File: src/rtl/memcpy_arbiter_if.sv
// memcpy_arbiter_if
//   Bundles the two requester channels and the copy-engine channel of the
//   memcpy arbiter.
//   req0_* / req1_* : valid/addr/len from each requester, ready/done back to it
//   memcpy_*        : start/addr/len to the copy engine, done level back from it
//   busy/owner/timeout_err : arbiter status
//   Modports: slave  -- the arbiter itself
//             master -- requesters + engine (environment side)
interface memcpy_arbiter_if;
  logic        req0_valid;
  logic [63:0] req0_addr;
  logic [63:0] req0_len;
  logic        req0_ready;
  logic        req0_done;

  logic        req1_valid;
  logic [63:0] req1_addr;
  logic [63:0] req1_len;
  logic        req1_ready;
  logic        req1_done;

  logic        memcpy_start;
  logic [63:0] memcpy_addr;
  logic [63:0] memcpy_len;
  logic        memcpy_done;

  logic        busy;
  logic        owner;
  logic        timeout_err;

  modport slave (
    input  req0_valid, req0_addr, req0_len,
    input  req1_valid, req1_addr, req1_len,
    input  memcpy_done,
    output req0_ready, req0_done, req1_ready, req1_done,
    output memcpy_start, memcpy_addr, memcpy_len,
    output busy, owner, timeout_err
  );

  modport master (
    output req0_valid, req0_addr, req0_len,
    output req1_valid, req1_addr, req1_len,
    output memcpy_done,
    input  req0_ready, req0_done, req1_ready, req1_done,
    input  memcpy_start, memcpy_addr, memcpy_len,
    input  busy, owner, timeout_err
  );
endinterface

File: src/rtl/memcpy_arbiter.sv
// memcpy_arbiter
//   Shares one copy engine between two requesters with round-robin
//   arbitration. A granted job is latched, the engine is kicked with a
//   one-cycle start pulse, and completion is reported back to the owning
//   requester with a one-cycle done pulse. Zero-length jobs complete without
//   touching the engine. An optional watchdog abandons a job whose engine
//   handshake never completes.
// Ports:
//   clk   : single clock, rising edge
//   rst_n : asynchronous active-low reset
//   bus   : memcpy_arbiter_if.slave (requester, engine and status signals)
// Parameters:
//   TIMEOUT : engine-wait limit in clk cycles, 0 disables the watchdog
module memcpy_arbiter #(
  parameter logic [31:0] TIMEOUT = 32'd0
) (
  input logic              clk,
  input logic              rst_n,
  memcpy_arbiter_if.slave  bus
);

  typedef enum logic [2:0] {
    IDLE,
    GRANT,
    START,
    WAIT_LO,
    WAIT_HI,
    CMPL
  } state_t;

  state_t      state_q, state_d;
  logic        owner_q;
  logic        last_q;     // requester served most recently
  logic [63:0] addr_q;
  logic [63:0] len_q;
  logic [31:0] wdog_q;

  logic        winner;
  logic [63:0] sel_addr;
  logic [63:0] sel_len;
  logic        wdog_hit;
  logic        timeout_err;

  // NOTE: every signal assigned in this block gets a default first, so no
  // path through the case statement can leave a latch behind.
  always_comb begin
    state_d     = state_q;
    timeout_err = 1'b0;

    // On a tie the requester that was not served last wins; a lone
    // request always wins.
    winner   = (bus.req0_valid && bus.req1_valid) ? ~last_q : bus.req1_valid;
    sel_addr = owner_q ? bus.req1_addr : bus.req0_addr;
    sel_len  = owner_q ? bus.req1_len  : bus.req0_len;
    wdog_hit = (TIMEOUT != 32'd0) && (wdog_q == TIMEOUT - 32'd1);

    case (state_q)
      IDLE: begin
        // Never grant while the engine still reports a job in flight.
        if ((bus.req0_valid || bus.req1_valid) && bus.memcpy_done)
          state_d = GRANT;
      end
      GRANT: begin
        state_d = (sel_len == 64'd0) ? CMPL : START;
      end
      START: begin
        state_d = WAIT_LO;
      end
      WAIT_LO: begin
        if (wdog_hit) begin
          timeout_err = 1'b1;
          state_d     = IDLE;
        end else if (!bus.memcpy_done) begin
          state_d = WAIT_HI;
        end
      end
      WAIT_HI: begin
        if (wdog_hit) begin
          timeout_err = 1'b1;
          state_d     = IDLE;
        end else if (bus.memcpy_done) begin
          state_d = CMPL;
        end
      end
      CMPL: begin
        state_d = IDLE;
      end
      default: begin
        state_d = IDLE;
      end
    endcase
  end

  // NOTE: state registers use non-blocking assignments so every flop samples
  // the pre-edge value of every other flop, independent of statement order.
  always_ff @(posedge clk or negedge rst_n) begin
    if (!rst_n) begin
      state_q <= IDLE;
      owner_q <= 1'b0;
      last_q  <= 1'b1;
      addr_q  <= 64'd0;
      len_q   <= 64'd0;
      wdog_q  <= 32'd0;
    end else begin
      state_q <= state_d;

      // Winner is fixed on the way into GRANT so the ready pulse and the
      // job capture refer to the same requester.
      if (state_q == IDLE && state_d == GRANT)
        owner_q <= winner;

      // Job parameters only ever change here, so they stay stable for the
      // whole engine handshake.
      if (state_q == GRANT) begin
        addr_q <= sel_addr;
        len_q  <= sel_len;
      end

      // A watchdog expiry skips this, leaving the failed requester first in
      // line on the next tie.
      if (state_q == CMPL)
        last_q <= owner_q;

      if (state_q == START)
        wdog_q <= 32'd0;
      else if (state_q == WAIT_LO || state_q == WAIT_HI)
        wdog_q <= wdog_q + 32'd1;
    end
  end

  assign bus.req0_ready   = (state_q == GRANT) && !owner_q;
  assign bus.req1_ready   = (state_q == GRANT) &&  owner_q;
  assign bus.req0_done    = ((state_q == CMPL) || timeout_err) && !owner_q;
  assign bus.req1_done    = ((state_q == CMPL) || timeout_err) &&  owner_q;
  assign bus.memcpy_start = (state_q == START);
  assign bus.memcpy_addr  = addr_q;
  assign bus.memcpy_len   = len_q;
  assign bus.busy         = (state_q != IDLE);
  assign bus.owner        = owner_q;
  assign bus.timeout_err  = timeout_err;

endmodule

File: src/flat_wrapper.sv
// flat-port wrapper written by rule: the top's interface ports become plain ports
module memcpy_arbiter_flat 
#(
  parameter logic [31:0] TIMEOUT = 32'd0
)
  (clk, rst_n, bus_req0_valid, bus_req0_addr, bus_req0_len, bus_req1_valid, bus_req1_addr, bus_req1_len, bus_memcpy_done, bus_req0_ready, bus_req0_done, bus_req1_ready, bus_req1_done, bus_memcpy_start, bus_memcpy_addr, bus_memcpy_len, bus_busy, bus_owner, bus_timeout_err);
  memcpy_arbiter_if bus_i ();
  input logic clk;
  input logic rst_n;
  input wire logic [$bits(bus_i.req0_valid)-1:0] bus_req0_valid;
  input wire logic [$bits(bus_i.req0_addr)-1:0] bus_req0_addr;
  input wire logic [$bits(bus_i.req0_len)-1:0] bus_req0_len;
  input wire logic [$bits(bus_i.req1_valid)-1:0] bus_req1_valid;
  input wire logic [$bits(bus_i.req1_addr)-1:0] bus_req1_addr;
  input wire logic [$bits(bus_i.req1_len)-1:0] bus_req1_len;
  input wire logic [$bits(bus_i.memcpy_done)-1:0] bus_memcpy_done;
  output wire logic [$bits(bus_i.req0_ready)-1:0] bus_req0_ready;
  output wire logic [$bits(bus_i.req0_done)-1:0] bus_req0_done;
  output wire logic [$bits(bus_i.req1_ready)-1:0] bus_req1_ready;
  output wire logic [$bits(bus_i.req1_done)-1:0] bus_req1_done;
  output wire logic [$bits(bus_i.memcpy_start)-1:0] bus_memcpy_start;
  output wire logic [$bits(bus_i.memcpy_addr)-1:0] bus_memcpy_addr;
  output wire logic [$bits(bus_i.memcpy_len)-1:0] bus_memcpy_len;
  output wire logic [$bits(bus_i.busy)-1:0] bus_busy;
  output wire logic [$bits(bus_i.owner)-1:0] bus_owner;
  output wire logic [$bits(bus_i.timeout_err)-1:0] bus_timeout_err;
  assign bus_i.req0_valid = bus_req0_valid;
  assign bus_i.req0_addr = bus_req0_addr;
  assign bus_i.req0_len = bus_req0_len;
  assign bus_i.req1_valid = bus_req1_valid;
  assign bus_i.req1_addr = bus_req1_addr;
  assign bus_i.req1_len = bus_req1_len;
  assign bus_i.memcpy_done = bus_memcpy_done;
  assign bus_req0_ready = bus_i.req0_ready;
  assign bus_req0_done = bus_i.req0_done;
  assign bus_req1_ready = bus_i.req1_ready;
  assign bus_req1_done = bus_i.req1_done;
  assign bus_memcpy_start = bus_i.memcpy_start;
  assign bus_memcpy_addr = bus_i.memcpy_addr;
  assign bus_memcpy_len = bus_i.memcpy_len;
  assign bus_busy = bus_i.busy;
  assign bus_owner = bus_i.owner;
  assign bus_timeout_err = bus_i.timeout_err;
  memcpy_arbiter #(.TIMEOUT(TIMEOUT)) u_core (.clk(clk), .rst_n(rst_n), .bus(bus_i));
endmodule
File: config.mk
export PLATFORM = sky130hd
export DESIGN_NAME = memcpy_arbiter_flat
export DESIGN_NICKNAME = d
export VERILOG_FILES = /design/src/rtl/memcpy_arbiter_if.sv /design/src/rtl/memcpy_arbiter.sv /design/src/flat_wrapper.sv
export SDC_FILE = /design/constraint.sdc
export NUM_CORES = 1
export LEC_CHECK = 0
export BUFFER_PORTS_ARGS = -buffer_cell sky130_fd_sc_hd__buf_2
export CAP_MARGIN = 10
export CELL_PAD_IN_SITES_DETAIL_PLACEMENT = 0
export CELL_PAD_IN_SITES_GLOBAL_PLACEMENT = 1
export CORE_AREA = 2 2 156 158
export DETAILED_ROUTE_END_ITERATION = 10
export DIE_AREA = 0 0 158 160
export GPL_ROUTABILITY_DRIVEN = 0
export PLACE_DENSITY = 0.73
export SLEW_MARGIN = 0
export SYNTH_ARGS = -nofsm -noshare
export SYNTH_HDL_FRONTEND = slang
export SYNTH_SLANG_ARGS = --single-unit
File: constraint.sdc
create_clock -name clk -period 1.9 [get_ports clk]
set_input_delay 0.095 -clock clk [delete_from_list [all_inputs] [get_ports clk]]
set_output_delay 0.095 -clock clk [all_outputs]
set_load 0.01 [all_outputs]
==> flow_summary.ini, run 1 <==
[yosys]
syn_area_per_cell_um2 = 10.2
synth_seq_cells = 133
syn_inst = 632
yosys_warnings = 0
synth_top_area_share_pct = 51.3
synth_flop_cell = dfrtp_1
synth_area_um2 = 6440
ys_seq_area_share_pct = 51.7
yosysTopAreaCell = dfrtp_1
synth_area_leaders = dfrtp_1 (51%), mux2i_1 (20%), a21oi_1 (10%)
synth_common_cells = nor2_1 (133), dfrtp_1 (132), a21oi_1 (129), mux2i_1 (129)
ys_types = 25
synth_edf_count = 0
syn_nets = 893
async_flop_share_pct = 100
synth.most_common_cell = nor2_1

[route]
wirelength_um = 25400
via_per_inst = 4.54
drtPass1Iterations = 5
routedWlPerCell_um = 16.9
wl_met2_um = 12700
remaining_drc_errors = 0
m1WireLength_um = 9870
vias = 6820
top_layer = met4
routed-wl-met3_um = 2100
drt_iter0_drc = 278
final_antenna_net_count = 0

[power]
power.share.clock_pct = 19.8
ir_drop_mv = 0.762
seqPwrFrac_pct = 31.3
p_int_mw = 9.53
leakage_nw = 5.12
p_comb_share_pct = 48.9
power.density_nw_per_um2 = 1480
net-switching-power_mw = 6.45
switching_share_pct = 40.4

[global_routing]
grt-ovfl-total = 0
antenna_found_initial = 5
grt_pass1_wl_um = 37700
grt.total_usage_pct = 19.7
grt_pass1_vias = 7077
grt_max_degree = 124

[layout]
area_growth_pct = 67.6
final_nets = 1423
design_area_um2 = 10800
drive_gt1_share_pct = 39.1

[floorplan]
ioPinCount = 397
rows = 57
die_h_um = 160
die-area_um2 = 25300
initial_core_util_pct = 27.0
core_um2 = 23800
die_w_um = 158

[timing]
hold_viol = 0
finalCriticalPeriod_ns = 1.78
maxSlewViolCount = 0
fin_hold_ws_ns = 0.0117
finalSetupTns_ns = 0
rsz0062_at_grt = false
final.setup_skew_ns = 0.0109
maxSlewHeadroom_pct = 52.3
timing.fmax_mhz = 561
worstMarginPinSlew_ns = 0.709
setup_violations = 0
timing.final.crit_share_pct = 93.7

[worst_setup_path]
crit_fanout = 23
critPathSlowestCell = dfrtp_4
regToRegSetupSlack_ns = 0.12
critPathMaxStageDelay_ns = 0.57
startpoint_type = flop
cp.arrival_ns = 2.06
critPathCaptureType = flop
path_cells = buf_16 -> mux2i_1 -> dlygate4sd3_1 -> a21oi_1
path_class = flop to flop
required_ns = 2.18

[placement]
port-buffer-count = 395
placed_area_um2 = 8850
hpwl_um = 18500

[clock_network]
cts_tree = built
clock_path_buffers = 2
cts_htree_levels = 4
cts-root-buf = clkbuf_16
clock-sinks = 133
path_clk_slew_ns = 0.07
cts_inserted_buffers = 17
clk_latency_ns = 0.41

[flow_run]
max-cap-violations = 0

[min_path]
holdCritPathClass = input port to flop

[run_status]
status = complete, no violations
[layout by cell type, fill, tap and decap left out, types with 3 or more instances in the layout]
cell and count:
nand2_1 4, a21oi_1 129, nor2_1 133, nand4_1 8, dfrtp_1 131, nor4_1 31
clkbuf_16 18, clkinvlp_4 5, buf_4 22, nand2b_1 3, dlygate4sd3_1 132, nor4_2 3
buf_2 394, buf_12 5, diode_2 4, mux2i_1 129, inv_6 4
[power by group through the flow]
stage	Sequential [mW]	Clock (mW)	Combinational, mW
6_report	5.00	3.16	7.82
5_1_grt	5.19	3.41	8.68
4_1_cts	4.99	3.27	7.83
3_5_place_dp	5.01	0	7.55
3_3_place_gp	4.99	0	7.46
2_1_floorplan	5.56	0	4.19
[metrics by stage]
stage               setup slack, ns  power, mW  util [%]  cells
floorplan                     0.543       9.74         -    632
global placement            0.00778       12.4      37.2   1333
detailed placement        -0.000859       12.6      37.2   1333
CTS                          0.0394       16.1      45.1   1497
global route                0.00520       17.3      45.3   1503
finish                        0.119       16.0      45.3   1503
[final timing paths]
| path | startpoint | end | cells after the start |
|---|---|---|---|
| worst min-delay path | bus_req1_len[38] | u_core.bus.memcpy_len[38] | 3 |
| min in group asynchronous | rst_n | u_core.bus.memcpy_len[20] | 2 |
| max in group asynchronous | rst_n | u_core.last_q | 3 |
| worst max register to register | u_core.bus.owner | u_core.bus.memcpy_len[34] | 4 |
| worst min register to register | u_core.last_q | u_core.last_q | 1 |
| worst max-delay path | u_core.bus.owner | u_core.bus.memcpy_len[34] | 4 |
[state kept, by name, summed over array words and instances (netlist names)]
| register | cells |
|---|---|
| u_core.state_q | 3 |
| u_core.bus.memcpy_addr | 64 |
| u_core.bus.owner | 1 |
| u_core.last_q | 1 |
| u_core.bus.memcpy_len | 64 |
[area by class of cell]
class                           count  area [um2]
Antenna cell                        4        10.0
Clock buffer                       19         433
Clock inverter                     13         125
Fill cell                        2366       13000
Inverter                            1        3.75
Multi-Input combinational cell    453        2860
Sequential cell                   133        3330
Tap cell                          324         405
Timing Repair Buffer              556        3620
[metal layers]
metal / vias up / GRT usage (%)
met5: - / 0
li1: 3326 / -
met3: 44 / 5.75
met2: 313 / 35.2
met4: 0 / 8.03
met1: 3137 / 21.8
[logic make-up (layout without fill, tap and decap cells)]
logic type	after synthesis	count (layout)	synth area share, %
buffers and inverters	46	589	4.00
AOI/OAI and AO/OA	135	135	10.8
muxes	129	129	20.1
and+or+nand+nor	188	188	13.3
other	1	5	0.0583
DFF	133	133	51.7
[critical path, delay by kind of cell, from the launching register on]
| kind | cells | cell delay [ns] |
|---|---|---|
| muxes | 1 | 0.21 |
| DFF | 1 | 0.57 |
| AOI/OAI and AO/OA | 1 | 0.06 |
| buffers and inverters | 2 | 0.81 |
[timing repair]
action | 4_1_cts | 5_1_grt
endpoints found under the hold margin | 158 | 0
setup buffers | 0 | 1
resized for setup | 0 | 2
hold buffers | 132 | 0
endpoints found under the setup margin | 0 | 8
Note: power is estimated with default switching activity, not from simulation.
==> run 2: changes to the inputs <==
clock period = 1.8 ns   (was 1.9 ns; I/O delays follow)
==> run 2 against run 1 <==
Net effect: worst hold slack lost 0.0025 ns; critical path depth rose by 1; worst setup slack lost 0.051 ns; core utilization up 2.6 points; combinational power is 9.5% higher; total power up 12%; non-clock buffer count is 34 higher; sequential cell count unchanged; routed wire length up 3.1%; sequential share of layout area down 1.7 points; maximum frequency grew 2.9%; first-iteration DRC count increased by 1.8%; largest power group unchanged.
==> flow_summary.ini, run 2 (synthesized netlist as in run 1, its figures left out) <==
[run_status]
status = complete, no violations

[worst_setup_path]
cpLargestDelayFamily = buffers and inverters
critPathMaxStageDelay_ns = 0.56
required_ns = 2.08
cp_num_buf_inv = 3
startpoint = u_core.bus.owner
startpoint_type = flop
regToRegSetupSlack_ns = 0.07
crit_fanout = 11
critPathSlowestCell = dlygate4sd3_1
path_class = flop to flop
path_cells = buf_12 -> buf_4 -> mux2i_1 -> dlygate4sd3_1 -> a21oi_1
cp.arrival_ns = 2.02
r2r-start = u_core.bus.owner
critPathCaptureType = flop

[flow_run]
max-cap-violations = 0

[power]
leakage_nw = 5.40
power.density_nw_per_um2 = 1570
ir_drop_mv = 0.632

[timing]
maxSlewViolCount = 0
worstMarginPinSlew_ns = 0.587
timing.fmax_mhz = 578
worst_slack_ns = 0.0684
final.setup_skew_ns = 0.00740
hold_viol = 0
rsz0062_at_grt = true
timing.final.crit_share_pct = 96.2
maxSlewHeadroom_pct = 60.5
setup_violations = 0
finalCriticalPeriod_ns = 1.73

[floorplan]
die-area_um2 = 25300
die_h_um = 160
core_um2 = 23800
die_w_um = 158
ioPinCount = 397
rows = 57
initial_core_util_pct = 27.0

[route]
final_antenna_net_count = 0
remaining_drc_errors = 0
drtPass1Iterations = 5
routedWlPerCell_um = 17.0
wirelength_um = 26100
vias = 6972
drt_iter0_drc = 283
via_per_inst = 4.54

[layout]
instances_no_fill = 1536
ff_latch_area_um2 = 3330
final_nets = 1457
drive_gt1_share_pct = 39.4
area_growth_pct = 77.4
multiInputGateArea_um2 = 2970
design_area_um2 = 11400
final_common_cell = buf_2
fill_cells = 2243
layout_common_cells = buf_2 (391), dlygate4sd3_1 (160), nor2_1 (133)

[min_path]
holdCritPathClass = input port to flop
hp-start = bus_req1_addr[18]

[clock_network]
clock-sinks = 133
cts_inserted_buffers = 17
cts-root-buf = clkbuf_16
path_clk_slew_ns = 0.06
cts_htree_levels = 4
cts_tree = built
clock_path_buffers = 2
clk_latency_ns = 0.41

[placement]
port-buffer-count = 395
pre_cts_ws_ns = -0.194
hpwl_um = 18700
placed_area_um2 = 8900
dp.cells = 1333

[global_routing]
grt.total_usage_pct = 20.1
antenna_found_initial = 6
grt_max_degree = 126
grt_pass1_wl_um = 38600
grt-ovfl-total = 0
grt_pass1_vias = 7208
-- run 2: cell count changes in the layout (fill, tap and decap cells not counted), sizes merged --
| cell | previous run | this run |
|---|---|---|
| buf | 423 | 428 |
| clkbuf | 20 | 18 |
| clkinv | 3 | 4 |
| clkinvlp | 5 | 1 |
| inv | 5 | 1 |
| dlygate4sd3 | 132 | 160 |
| bufinv | 1 | 7 |
| dlymetal6s4s | 0 | 2 |
| diode | 4 | 5 |
-- run 2: cell type report --
type,instances,area share [%]
timing repair buffer,590,35.0
sequential,133,29.2
multi-input combinational,453,26.0
clock buffer,18,3.85
tap,324,3.55
clock inverter,12,2.21
antenna,5,0.110
inverter,1,0.0329
-- run 2: metrics by stage --
step           power, mW  TNS, ns  utilization (%)  hold slack [ns]
2_1_floorplan       10.3        0                -           -0.206
3_3_place_gp        13.3   -0.491             37.4           0.0709
3_5_place_dp        13.4   -0.387             37.4           0.0702
4_1_cts             18.0        0             47.2         0.000247
5_1_grt             19.2  -0.0263             47.9          0.00562
6_report            17.9        0             47.9          0.00920
-- run 2: final timing paths --
| kind | cells after the start | endpoint |
|---|---|---|
| max | 5 | u_core.bus.memcpy_addr[37] |
| min | 3 | u_core.bus.memcpy_addr[18] |
| max reg2reg | 5 | u_core.bus.memcpy_addr[37] |
| min reg2reg | 1 | u_core.last_q |
| max in group asynchronous | 3 | u_core.last_q |
| min in group asynchronous | 2 | u_core.bus.memcpy_len[58] |
-- run 2: power by group --
| group | switching (mW) | internal (mW) | leakage (nW) |
|---|---|---|---|
| Combinational | 4.70 | 3.86 | 3.63 |
| Clock | 1.35 | 2.77 | 0.332 |
| Sequential | 0.777 | 4.47 | 1.44 |
| Total | 6.82 | 11.1 | 5.40 |
-- run 2: worst min-delay path, stage by stage --
cell and delay (ns):
buf_2 0.08, mux2i_1 0.07, a21oi_1 0.13
-- run 2: what timing repair did --
action                                  in CTS  in global routing
hold buffers                               163                  0
resized for setup                            0                 21
setup buffers                                1                  8
endpoints found under the hold margin      133                  0
endpoints found under the setup margin       1                  5
pin swaps                                    1                  8
-- run 2: metal layers --
metal  up-vias  track usage, %  routed length [um]
li1       3396               -                   -
met1      3257            22.3               10100
met2       290            37.1               13500
met5         -               0                   0
met4         0            7.37                 546
met3        29            4.80                1970
==> run 3: changes to the inputs <==
CELL_PAD_IN_SITES_DETAIL_PLACEMENT = 1   (was 0)
CELL_PAD_IN_SITES_GLOBAL_PLACEMENT = 2   (was 1)
CORE_AREA = default   (was 2 2 156 158)
CORE_ASPECT_RATIO = 1.4   (was default)
CORE_MARGIN = 2   (was default)
CORE_UTILIZATION = 24   (was default)
DIE_AREA = default   (was 0 0 158 160)
PLACE_DENSITY = 0.8   (was 0.73)
==> run 3 against run 2 <==
Net effect: first-iteration DRC count down 17%; maximum frequency decreased by 0.73%; sequential share of layout area down 0.48 points; clock skew grew 0.0054 ns; die area rose by 11%; cell count grew 1.7%; sequential cell count unchanged; total power increased by 3.0%; routed wire length increased by 16%.
==> flow_summary.ini, run 3 (synthesized netlist as in run 1, its figures left out) <==
[layout]
final_util_pct = 44.2
ff_latch_area_um2 = 3330
final_nets = 1484
layout_common_cells = buf_2 (394), dlygate4sd3_1 (179), nor2_1 (133)
area_growth_pct = 80.4
final_common_cell = buf_2
multiInputGateArea_um2 = 2920
drive_gt1_share_pct = 39.1
fill_cells = 3055

[power]
seqPwrFrac_pct = 28.4
net-switching-power_mw = 7.27
switching_share_pct = 39.4
ir_drop_mv = 0.730
power.density_nw_per_um2 = 1590
p_int_mw = 11.2
power.share.clock_pct = 21.3
power.total_mw = 18.5
leakage_nw = 5.48
p_comb_share_pct = 50.3

[clock_network]
clock-sinks = 133
cts_tree = built
path_clk_slew_ns = 0.06
clock_path_buffers = 2
cts_htree_levels = 4
cts_inserted_buffers = 17
cts-root-buf = clkbuf_16
clk_latency_ns = 0.41

[floorplan]
rows = 70
initial_core_util_pct = 24.5
die-area_um2 = 28200
core_um2 = 26300
die_w_um = 142
ioPinCount = 397
die_h_um = 198

[timing]
finalSetupTns_ns = 0
maxSlewViolCount = 0
finalCriticalPeriod_ns = 1.74
setup_violations = 0
fin_hold_ws_ns = 0.0125
timing.fmax_mhz = 573
hold_viol = 0
maxSlewHeadroom_pct = 62.3
worstMarginPinSlew_ns = 0.560
final.setup_skew_ns = 0.0128
worst_slack_ns = 0.0558
timing.final.crit_share_pct = 96.9

[min_path]
holdCritPathClass = input port to flop
whs_path_depth = 3

[global_routing]
grt.total_usage_pct = 21.1
grt_max_degree = 71
grt-ovfl-total = 0
grt_pass1_wl_um = 45400
antenna_found_initial = 2
grt_pass1_vias = 8525

[route]
routedWlPerCell_um = 19.4
drt_iter0_drc = 234
drtPass1Iterations = 4
vias = 7382
wirelength_um = 30300
final_antenna_net_count = 0
via_per_inst = 4.73
remaining_drc_errors = 0

[placement]
pre_cts_ws_ns = -0.173
hpwl_um = 20900
port-buffer-count = 395

[worst_setup_path]
required_ns = 2.11
critPathCaptureType = flop
path_class = input port to flop
cp.arrival_ns = 2.05
crit_fanout = 2
startpoint_type = input port
rr_worst_depth = 4

[flow_run]
max-cap-violations = 0

[run_status]
status = complete, no violations
-- run 3: through the flow --
step / instance area, um2 / instances
after floorplan: 6440 / 632
after global placement: 9040 / 1346
after detailed placement: 9040 / 1346
after CTS: 11500 / 1557
after global routing: 11600 / 1562
final: 11600 / 1562
-- run 3: power by group through the flow --
stage	Sequential [mW]	Combinational, mW	Clock [mW]
global placement	5.22	8.45	0
global route	5.44	10.1	4.15
CTS	5.24	9.11	4.05
detailed placement	5.27	8.61	0
finish	5.25	9.29	3.93
floorplan	5.87	4.42	0
-- run 3: layout make-up --
class                           count  area share [%]
Antenna cell                        2          0.0431
Clock buffer                       21            3.97
Clock inverter                     11            1.70
Inverter                            1          0.0323
Multi-Input combinational cell    453            25.1
Sequential cell                   133            28.7
Tap cell                          324            3.49
Timing Repair Buffer              617            36.9
-- run 3: worst paths after layout --
check | start | endpoint | slack (ns)
max | bus_req0_len[60] | u_core.state_q[1] | 0.06
min | bus_req1_addr[61] | u_core.bus.memcpy_addr[61] | 0.01
max reg2reg | u_core.bus.owner | u_core.bus.memcpy_len[53] | 0.08
max in group asynchronous | rst_n | u_core.bus.memcpy_addr[56] | 1.01
min in group asynchronous | rst_n | u_core.bus.memcpy_addr[11] | 0.17
min reg2reg | u_core.last_q | u_core.last_q | 0.51
-- run 3: worst max-delay path, cell delays in order --
cell and delay (ns):
dlygate4sd3_1 0.53, buf_2 0.14, nor4_2 0.32, buf_4 0.18
nand4_1 0.09, nor4_2 0.35, mux2i_1 0.14, a32o_1 0.22
-- run 3: layer usage --
layer  track usage, %  part of all wire [%]  vias to the layer above
li1                 -                     -                     3443
met1             20.9                    36                     3536
met2             39.2                    53                      314
met3             5.56                   6.2                       89
met4             12.4                   5.2                        0
met5                0                     0                        -
-- run 3: what timing repair did --
| action | 4_1_cts | 5_1_grt |
|---|---|---|
| hold buffers | 179 | 0 |
| gates resized for setup | 1 | 12 |
| setup buffers | 0 | 2 |
| setup endpoints to repair | 1 | 14 |
| pin swaps | 0 | 3 |
| gates cloned | 0 | 1 |
| hold endpoints to repair | 193 | 0 |
